File: config.mk
export PLATFORM = sky130hd
export DESIGN_NAME = sample_serializer_flat
export DESIGN_NICKNAME = d
export VERILOG_FILES = /design/src/rtl/sample_serializer_if.sv /design/src/rtl/sample_serializer.sv /design/src/flat_wrapper.sv
export SDC_FILE = /design/constraint.sdc
export NUM_CORES = 1
export LEC_CHECK = 0
export BUFFER_PORTS_ARGS = -buffer_cell sky130_fd_sc_hd__buf_2
export CAP_MARGIN = 20
export CELL_PAD_IN_SITES_DETAIL_PLACEMENT = 1
export CELL_PAD_IN_SITES_GLOBAL_PLACEMENT = 1
export CORE_MARGIN = 4
export CORE_UTILIZATION = 54
export DETAILED_ROUTE_END_ITERATION = 10
export GPL_TIMING_DRIVEN = 0
export PLACE_DENSITY = 0.85
export SYNTH_ARGS = -nofsm -noshare
export SYNTH_HDL_FRONTEND = slang
export SYNTH_SLANG_ARGS = --single-unit
File: constraint.sdc
create_clock -name clk -period 4.7 [get_ports clk]
set_clock_uncertainty 0.1 [all_clocks]
set_input_delay 0.94 -clock clk [delete_from_list [all_inputs] [get_ports clk]]
set_output_delay 0.94 -clock clk [all_outputs]
set_load 0.05 [all_outputs]
File: src/rtl/sample_serializer_if.sv
// rtl/sample_serializer_if.sv - parallel sample push handshake into the serializer FIFO
interface sample_serializer_if #(
    parameter int WIDTH = 12
) ();
    logic [0:WIDTH-1] s_data;
    logic             s_valid;
    logic             s_ready;

    modport master (
        output s_data,
        output s_valid,
        input  s_ready
    );

    modport slave (
        input  s_data,
        input  s_valid,
        output s_ready
    );
endinterface

File: src/rtl/sample_serializer.sv
// rtl/sample_serializer.sv - FIFO-buffered MSB-first sample serializer with zero-fill on underrun
module sample_serializer #(
    parameter int WIDTH = 12,
    parameter int DEPTH = 4
) (
    input  logic                     clk,
    input  logic                     rst_n,
    input  logic                     en,
    sample_serializer_if.slave       s,
    output logic                     sout,
    output logic                     sync,
    output logic                     underrun,
    output logic [$clog2(DEPTH):0]   level
);
    localparam int AW = (DEPTH > 1) ? $clog2(DEPTH) : 1;
    localparam int LW = $clog2(DEPTH) + 1;
    localparam int CW = $clog2(WIDTH + 1);
    localparam logic [LW-1:0] DEPTH_L = LW'(DEPTH);
    localparam logic [CW-1:0] LAST_CNT = CW'(WIDTH);

    localparam logic [0:0] STATE_IDLE = 1'b0;
    localparam logic [0:0] STATE_RUN  = 1'b1;

    logic [0:0]       state;
    logic [0:WIDTH-1] shreg;
    logic [CW-1:0]    bit_cnt;
    logic [0:WIDTH-1] mem [DEPTH];
    logic [AW-1:0]    wr_ptr;
    logic [AW-1:0]    rd_ptr;

    logic             push;
    logic             pop;
    logic             empty;
    logic             at_boundary;
    logic             load;
    logic [0:WIDTH-1] load_word;

    // s_ready depends only on registered occupancy, never on a same-cycle pop
    assign s.s_ready   = (level < DEPTH_L);
    assign push        = s.s_valid && s.s_ready;
    assign empty       = (level == '0);
    assign at_boundary = (state == STATE_RUN) && (bit_cnt == LAST_CNT);
    assign load        = en && ((state == STATE_IDLE) || at_boundary);
    assign pop         = load && !empty;
    assign load_word   = empty ? '0 : mem[rd_ptr];

    always_ff @(posedge clk) begin
        if (push) begin
            mem[wr_ptr] <= s.s_data;
        end
    end

    always_ff @(posedge clk or negedge rst_n) begin
        if (!rst_n) begin
            wr_ptr <= '0;
            rd_ptr <= '0;
            level  <= '0;
        end else begin
            if (push) begin
                wr_ptr <= wr_ptr + AW'(1);
            end
            if (pop) begin
                rd_ptr <= rd_ptr + AW'(1);
            end
            case ({push, pop})
                2'b10:   level <= level + LW'(1);
                2'b01:   level <= level - LW'(1);
                default: level <= level;
            endcase
        end
    end

    // A load emits bit 0 on the same edge, so the counter names the next bit to send
    always_ff @(posedge clk or negedge rst_n) begin
        if (!rst_n) begin
            state    <= STATE_IDLE;
            shreg    <= '0;
            bit_cnt  <= '0;
            sout     <= 1'b0;
            sync     <= 1'b0;
            underrun <= 1'b0;
        end else begin
            underrun <= load && empty;
            if (load) begin
                state   <= STATE_RUN;
                shreg   <= load_word;
                sout    <= load_word[0];
                sync    <= 1'b1;
                bit_cnt <= CW'(1);
            end else if (state == STATE_RUN) begin
                if (at_boundary) begin
                    state   <= STATE_IDLE;
                    sout    <= 1'b0;
                    sync    <= 1'b0;
                    bit_cnt <= '0;
                end else begin
                    sout    <= shreg[bit_cnt];
                    sync    <= 1'b0;
                    bit_cnt <= bit_cnt + CW'(1);
                end
            end else begin
                sout <= 1'b0;
                sync <= 1'b0;
            end
        end
    end
endmodule

File: src/flat_wrapper.sv
// flat-port wrapper written by rule: the top's interface ports become plain ports
module sample_serializer_flat 
#(
    parameter int WIDTH = 12,
    parameter int DEPTH = 4
)
  (clk, rst_n, en, sout, sync, underrun, level, s_s_data, s_s_valid, s_s_ready);
  sample_serializer_if #(.WIDTH(WIDTH)) s_i ();
  input  logic clk;
  input  logic rst_n;
  input  logic en;
  output logic sout;
  output logic sync;
  output logic underrun;
  output logic [$clog2(DEPTH):0] level;
  input wire logic [$bits(s_i.s_data)-1:0] s_s_data;
  input wire logic [$bits(s_i.s_valid)-1:0] s_s_valid;
  output wire logic [$bits(s_i.s_ready)-1:0] s_s_ready;
  assign s_i.s_data = s_s_data;
  assign s_i.s_valid = s_s_valid;
  assign s_s_ready = s_i.s_ready;
  sample_serializer #(.WIDTH(WIDTH), .DEPTH(DEPTH)) u_core (.clk(clk), .rst_n(rst_n), .en(en), .s(s_i), .sout(sout), .sync(sync), .underrun(underrun), .level(level));
endmodule
# Word level (Yosys, flattened, before mapping)
# Memories as Yosys holds them, arrays and structs flattened.
# Index checks and enable logic that the tools add are counted.
# Widths: inputs -> output; s select.
[totals]
reg_bits = 27
mem_bits_rw = 48
in_bits = 16
out_inout_bits = 7
wordCells = 49
n_memories = 1
[memory_table]
columns = ["name", "words", "width", "read_ports", "rd_clocked_by_memory_dff", "write_ports", "line", "rtl"]
rows = [
  ["u_core.mem", 4, 12, 1, 0, 1, "sample_serializer.sv:27", "logic [0:WIDTH-1] mem [DEPTH];"],
]
[classes]
n_addsub = 5
order_cmp = 2
n_eq_ne = 3
n_mux = 17
bitwise = 2
n_reduce_logical = 10
[ops]
columns = ["cell", "n"]
rows = [
  ["$mux 12", 1],
  ["$mux 4", 3],
  ["$mux 1", 11],
  ["$pmux 3 s2", 1],
  ["$ge 5x5->1 const B", 1],
  ["$logic_and 1x1->1", 5],
  ["$not 4->5", 1],
  ["$add 2x1->2 const B", 2],
  ["$add 4x1->4 const B", 1],
  ["$bmux 1 s4", 1],
  ["$eq 4x4->1 const B", 1],
  ["$reduce_bool 2->1", 2],
  ["$add 3x1->3 const B", 1],
  ["$logic_not 3->1", 1],
  ["$lt 3x3->1 const B", 1],
  ["$sub 3x1->3 const B", 1],
  ["$eq 2x1->1 const B", 1],
  ["$eq 2x2->1 const B", 1],
  ["$logic_not 1->1", 1],
  ["$logic_or 1x1->1", 1],
  ["$not 1->1", 1],
]

# Longest topological paths before layout
[logic_depth]
ltp_word = 7
mapped_depth = 12
depth_no_buf = 10

# Worst setup path before layout
# No wires, ideal clock.
[synth_path]
path_kind = "input port to flip-flop"
from = "in en"
to = "reg u_core.level[2]"
setup_time_ns = 0.139
arrival_time_ns = 2.397
t_required_ns = 4.461
slack_ns = 2.063
path_stages = 9
path_buffers = 1
path_cell_list = "o31ai_1 a21oi_1 buf_4 ha_1 inv_1 fa_1 xor2_1 nor2_1 xnor2_1"
[synth_between]
elab_chain_len = 4
elab_cells_between_ends = 6
cone_classes = "eq/ne (2); mux (1); reduce/logical (3)"
[synth_lines]
columns = ["item", "line", "rtl"]
rows = [
  ["start: declaration", "flat_wrapper.sv:11", "input logic en;"],
  ["$logic_and 1x1->1 *", "sample_serializer.sv:43", "assign load = en && ((state == STATE_IDLE) || at_boundary);"],
  ["$logic_and 1x1->1 *", "sample_serializer.sv:44", "assign pop = load && !empty;"],
  ["net u_core.pop", "sample_serializer.sv:32", "logic pop;"],
  ["$eq 2x1->1 or $eq 2x2->1 (tied branches)", "sample_serializer.sv:65", "case ({push, pop})"],
  ["$pmux 3 s2 or $reduce_bool 2->1 (tied branches)", "-", ""],
  ["end signal: assignment", "sample_serializer.sv:66", "2'b10: level <= level + LW'(1);"],
  ["end signal: assignment", "sample_serializer.sv:67", "2'b01: level <= level - LW'(1);"],
  ["end signal: assignment", "sample_serializer.sv:68", "default: level <= level;"],
  ["end: declaration", "sample_serializer.sv:13", "output logic [$clog2(DEPTH):0] level"],
]
# The timed path passes the listed nets; every way through them passes the cells marked *.
# A chain may end at the register's enable or synchronous reset.

# Worst setup path in the final report
[layout_path]
from = "reg u_core.bit_cnt[0]"
to = "reg u_core.level[2]"
[layout_between]
elab_chain_len = 7
elab_cells_between_ends = 9
cone_classes = "eq/ne (3); mux (1); reduce/logical (5)"
[layout_lines]
columns = ["item", "line", "rtl"]
rows = [
  ["start: declaration", "sample_serializer.sv:26", "logic [CW-1:0] bit_cnt;"],
  ["start signal: assignment", "sample_serializer.sv:99", "bit_cnt <= bit_cnt + CW'(1);"],
  ["$eq 4x4->1 *", "sample_serializer.sv:42", "assign at_boundary = (state == STATE_RUN) && (bit_cnt == LAST_CNT);"],
  ["$logic_and 1x1->1 *", "sample_serializer.sv:42", ""],
  ["$logic_or 1x1->1 *", "sample_serializer.sv:43", ""],
  ["$logic_and 1x1->1 *", "sample_serializer.sv:43", ""],
  ["$logic_and 1x1->1 *", "sample_serializer.sv:44", ""],
  ["net u_core.pop", "sample_serializer.sv:32", ""],
  ["$eq 2x1->1 or $eq 2x2->1 (tied branches)", "sample_serializer.sv:65", ""],
  ["$pmux 3 s2 or $reduce_bool 2->1 (tied branches)", "-", ""],
]
# Marks and branches as above.

==> results <==
- The total vias in the final route is between 1.5k and 2k.
- The worst hold endpoint is u_core.shreg[0]$_DFFE_PN0P_.
- The worst hold path startpoint is u_core.shreg[0]$_DFFE_PN0P_.
- The number of cells in the finished layout apart from fillers is between 200 and 300.
- The relative contribution of combinational cells to total power is ~33%.
- The worst setup path is launched from a flip-flop.
- In this run the static leakage power is around 1.4 nW.
- The path category of the worst min-delay check is flip-flop to flip-flop.
- During I/O placement, the number of pins put on the boundary was 23.
- The flow ran to the end, and the final reports show no timing, DRC or antenna violations.
- The cell depth of the worst hold path is 1.
- The clock passes through at most 2 buffers.
- The CTS tree is yes.
- Walking the worst path, the cells encountered are buf_6 -> inv_1 -> ha_1 -> nand3_1 -> a21oi_1 -> buf_4 -> ha_1 -> inv_1 -> fa_1 -> xor2_1 -> nor2_1 -> xnor2_1.
- The initial core utilization is a little under three fifths.
- The number of global-route vias before repair is approximately 1.8k.
- In the post-synthesis netlist, the biggest area contributors are sky130_fd_sc_hd__edfxtp_1 (47%), sky130_fd_sc_hd__dfrtp_1 (22%), sky130_fd_sc_hd__mux4_2 (9.5%), sky130_fd_sc_hd__a22o_1 (3.7%), sky130_fd_sc_hd__ha_1 (2.9%).
- The number of DRC markers after the initial detailed-route iteration is between 90 and 100.
- The floorplan core area is ~5500 um2.
- The final cycle utilization of the critical path is approximately 63%.
- The die is about 83 um wide.
- The number of failing setup endpoints in the final timing report is 0.
- The tree is rooted in a sky130_fd_sc_hd__clkbuf_8.
- The gate family responsible for the most delay along the worst path is adder cells.
- The max-capacitance violation count is 0.
- The path depth of the worst reg2reg path is 12.
- The die footprint is slightly below 7000 um2.
- The accumulated negative setup slack is 0 ps.
- The final weighted congestion of routability-driven global placement is about 0.77.
- A synthesized cell averages 17.2 um2.
- The clock network fraction of total power is 22.1%.
- In this run, post-CTS hold repair placed 0 buffers.
- In this run the critical register-to-register path is captured at u_core.level[2]$_DFFE_PN0P_.
- The startpoint identified for the worst register-to-register timing path is u_core.bit_cnt[0]$_DFFE_PN0P_.
- At the pin with the least slew margin, the transition time is roughly 760 ps.
- The number of sinks on the clock net is 75.
- The number of placed instances, taps included, is 273.
- Among all stages on the critical path, the largest delay is contributed by sky130_fd_sc_hd__a21oi_1.
- The Yosys step of the flow raised 0 warnings.
- The number of buffers added by the clock tree synthesis step is 9.
- The number of nets in the synthesized netlist is slightly above 200.
- Clock-pin slew was measured on the worst setup and hold paths at 80 ps.
- The total net switching power is approximately 0.73 mW.
- The total half-perimeter wirelength after legalization and detailed placement is 4.01 mm.
- In the routed design, unresolved DRC markers number 0.
- The total overflow left after global routing is 0.
- The flop-to-flop setup slack is between 1500 and 2000 ps.
- Of all nets on the critical path, the largest fanout is 10.
- In this run the cell area of the synthesized design comes to between 3000 and 4000 um2.
- The critical path required time is roughly 4900 ps.
- Static timing analysis puts the maximum clock frequency at ~340 MHz.
- Internal power comes to between 1 and 1.5 mW.
- The H-tree generated during clock tree synthesis spans 3 levels.
- The post-route netlist has 27.6% of its cells at a drive strength greater than 1.
- The total detailed-routing wirelength is 5.83 mm.
- Once detail routing completed, the nets flagged for antenna violations numbered 0.
- The synthesized netlist contains 35 unique library cells.
- In the global route stage, overall resource usage came out at between 10% and 20%.
- Net switching is about a third of the power.
- The first global-routing pass estimated 9.69 mm of wire.
- The vertical die dimension is roughly 83 um.
- IR analysis of the VDD net gives a maximum drop of 0.000291 V.
- In this design, the stage delay of the slowest critical-path cell is ~470 ps.
- Compared with the post-synthesis result, the final layout area differs by 12.8%.
- The clock latency reported for the late side of the worst-skew pair is about 340 ps.
- Setup repair after global routing left no endpoint under its margin.
- The ratio of routed vias to standard cells is between 5 and 6.
- The number of antenna diodes in the final layout is 0.
- The minimum clock period after layout is about 3000 ps.
- The number of buffers and inverters on the critical path is 4.
- The first-pass iteration count of the detailed router is 4.
- The worst setup path is of the flip-flop to flip-flop kind.
- The final count of hold timing violations is 0.
- STA classifies the critical path endpoint as a flip-flop.
- The max-slew headroom at the worst pin is roughly half.
- The count of pins over their slew limit was 0.
- The number of antenna violations at the first check in global routing is 0.
- Buffers added to address setup during post-CTS repair amount to 0.
- The quantity of I/O buffers inserted on ports is 22.
- Synthesis handed over a netlist of around 180 instances.
- Power spread over the standard cell area amounts to 629 nW/um2.
- The average detailed-routed wire length per instance is 20.2 um.
- At the end of the flow, the number of nets in the layout was around 240.
- Registers are responsible for about 45% of the overall power.
- The floorplan has 27 rows.
- The largest total area in the synthesized netlist belongs to sky130_fd_sc_hd__edfxtp_1.
- The largest net degree at the start of global routing is 28.
- The synthesized flop and latch total is 75.
- The number of cells upsized or downsized after cts is 0.
- For this run, the register share of the synthesized area comes to between 60% and 70%.
- Of the post-synthesis cell area, the dominant cell type holds 46.9%.
- The total power after layout is approximately 2.2 mW.
- The worst endpoint data arrival time is around 3100 ps.
[logic make-up (layout without fill, tap and decap cells)]
| family | after synthesis | in the layout | synth area share, % |
|---|---|---|---|
| DFF | 75 | 75 | 68.9 |
| buffers and inverters | 19 | 57 | 3.18 |
| muxes | 17 | 17 | 11.4 |
| and+or+nand+nor | 26 | 26 | 4.64 |
| adders and majority gates | 8 | 8 | 3.50 |
| AOI/OAI and AO/OA | 28 | 28 | 6.64 |
| xor gates and xnor gates | 6 | 6 | 1.71 |
[placed cells by master (no fill, tap or decap), drive strengths merged, types with 2 or more instances in the layout]
master | netlist | routed
edfxtp | 48 | 48
buf | 7 | 29
dfrtp | 27 | 27
mux4 | 14 | 14
a22o | 13 | 13
clkbuf | 2 | 12
inv | 10 | 11
nand2 | 8 | 8
ha | 7 | 7
o21ai | 6 | 6
and2 | 6 | 6
a21oi | 5 | 5
xnor2 | 4 | 4
nor2 | 3 | 3
clkinvlp | 0 | 3
nand2b | 3 | 3
nor2b | 2 | 2
mux2 | 2 | 2
xor2 | 2 | 2
[area by class of cell]
cell class / instances / area (um2)
Timing Repair Buffer: 22 / 110
Buffer: 9 / 60.1
Sequential cell: 75 / 2120
Multi-Input combinational cell: 85 / 858
Clock buffer: 10 / 128
Clock inverter: 6 / 65.1
Fill cell: 503 / 2040
Tap cell: 72 / 90.1
Inverter: 10 / 37.5
[layer usage]
layer / routed length, um / global-route usage, % / vias to the layer above
met4: 111 / 9.36 / 0
met5: 0 / 0 / -
met1: 2480 / 22.5 / 821
met2: 3060 / 32.1 / 24
met3: 175 / 3.97 / 10
li1: - / - / 737
[flip-flops by register name, indices dropped and copies added (netlist names)]
signal           cells
u_core.bit_cnt       4
u_core.level         3
u_core.mem          48
u_core.rd_ptr        2
u_core.shreg        12
u_core.sout          1
u_core.state         1
u_core.sync          1
u_core.underrun      1
u_core.wr_ptr        2
[metrics by stage]
stage                     hold WS, ps  worst slack [ps]  area (um2)  util, %
after global routing              435              1510        3470     62.9
final                             400              1740        3470     62.9
after floorplan                   349              2060        3070        -
after global placement            361              1680        3270     59.4
after detailed placement          376              1570        3270     59.4
after CTS                         402              1730        3470     62.9
[power by group through the flow]
stage / Combinational [mW] / Sequential (mW) / Clock, mW
6_report: 0.719 / 0.978 / 0.481
5_1_grt: 0.794 / 0.996 / 0.528
4_1_cts: 0.731 / 0.979 / 0.492
3_5_place_dp: 0.724 / 0.992 / 0
3_3_place_gp: 0.685 / 0.971 / 0
2_1_floorplan: 0.505 / 1.02 / 0
[synthesized netlist by cell type]
cell type	n
sky130_fd_sc_hd__mux4_2	13
sky130_fd_sc_hd__xor2_1	2
sky130_fd_sc_hd__o311a_1	1
sky130_fd_sc_hd__o21ai_0	6
sky130_fd_sc_hd__dfrtp_1	27
sky130_fd_sc_hd__ha_1	7
sky130_fd_sc_hd__nor4_1	1
sky130_fd_sc_hd__mux2_2	2
sky130_fd_sc_hd__and2_1	5
sky130_fd_sc_hd__clkbuf_1	1
sky130_fd_sc_hd__a22o_1	13
sky130_fd_sc_hd__buf_1	1
sky130_fd_sc_hd__xnor2_1	4
sky130_fd_sc_hd__o31ai_1	1
sky130_fd_sc_hd__buf_6	2
sky130_fd_sc_hd__fa_1	1
sky130_fd_sc_hd__clkbuf_4	1
sky130_fd_sc_hd__nand2_1	8
sky130_fd_sc_hd__mux2i_1	1
sky130_fd_sc_hd__mux4_1	1
sky130_fd_sc_hd__nand2b_4	1
sky130_fd_sc_hd__a21oi_1	5
sky130_fd_sc_hd__nand3_1	1
sky130_fd_sc_hd__a21o_1	1
sky130_fd_sc_hd__buf_4	1
sky130_fd_sc_hd__nor2_1	3
sky130_fd_sc_hd__nor3_1	1
sky130_fd_sc_hd__edfxtp_1	48
sky130_fd_sc_hd__or2b_1	1
sky130_fd_sc_hd__buf_2	3
sky130_fd_sc_hd__inv_1	10
sky130_fd_sc_hd__a311o_1	1
sky130_fd_sc_hd__nand2b_1	2
sky130_fd_sc_hd__and2_2	1
sky130_fd_sc_hd__nor2b_1	2
[worst max path at each step]
stage,slack [ps],start,cells past startpoint,endpoint
6_report,1740,u_core.bit_cnt[0]$_DFFE_PN0P_,12,u_core.level[2]$_DFFE_PN0P_
2_1_floorplan,2060,en,9,u_core.level[2]$_DFFE_PN0P_
3_3_place_gp,1680,en,10,u_core.level[2]$_DFFE_PN0P_
3_5_place_dp,1570,en,10,u_core.level[2]$_DFFE_PN0P_
4_1_cts,1730,u_core.bit_cnt[0]$_DFFE_PN0P_,12,u_core.level[2]$_DFFE_PN0P_
5_1_grt,1510,u_core.bit_cnt[0]$_DFFE_PN0P_,12,u_core.level[2]$_DFFE_PN0P_
(Power assumes the default switching activity.)
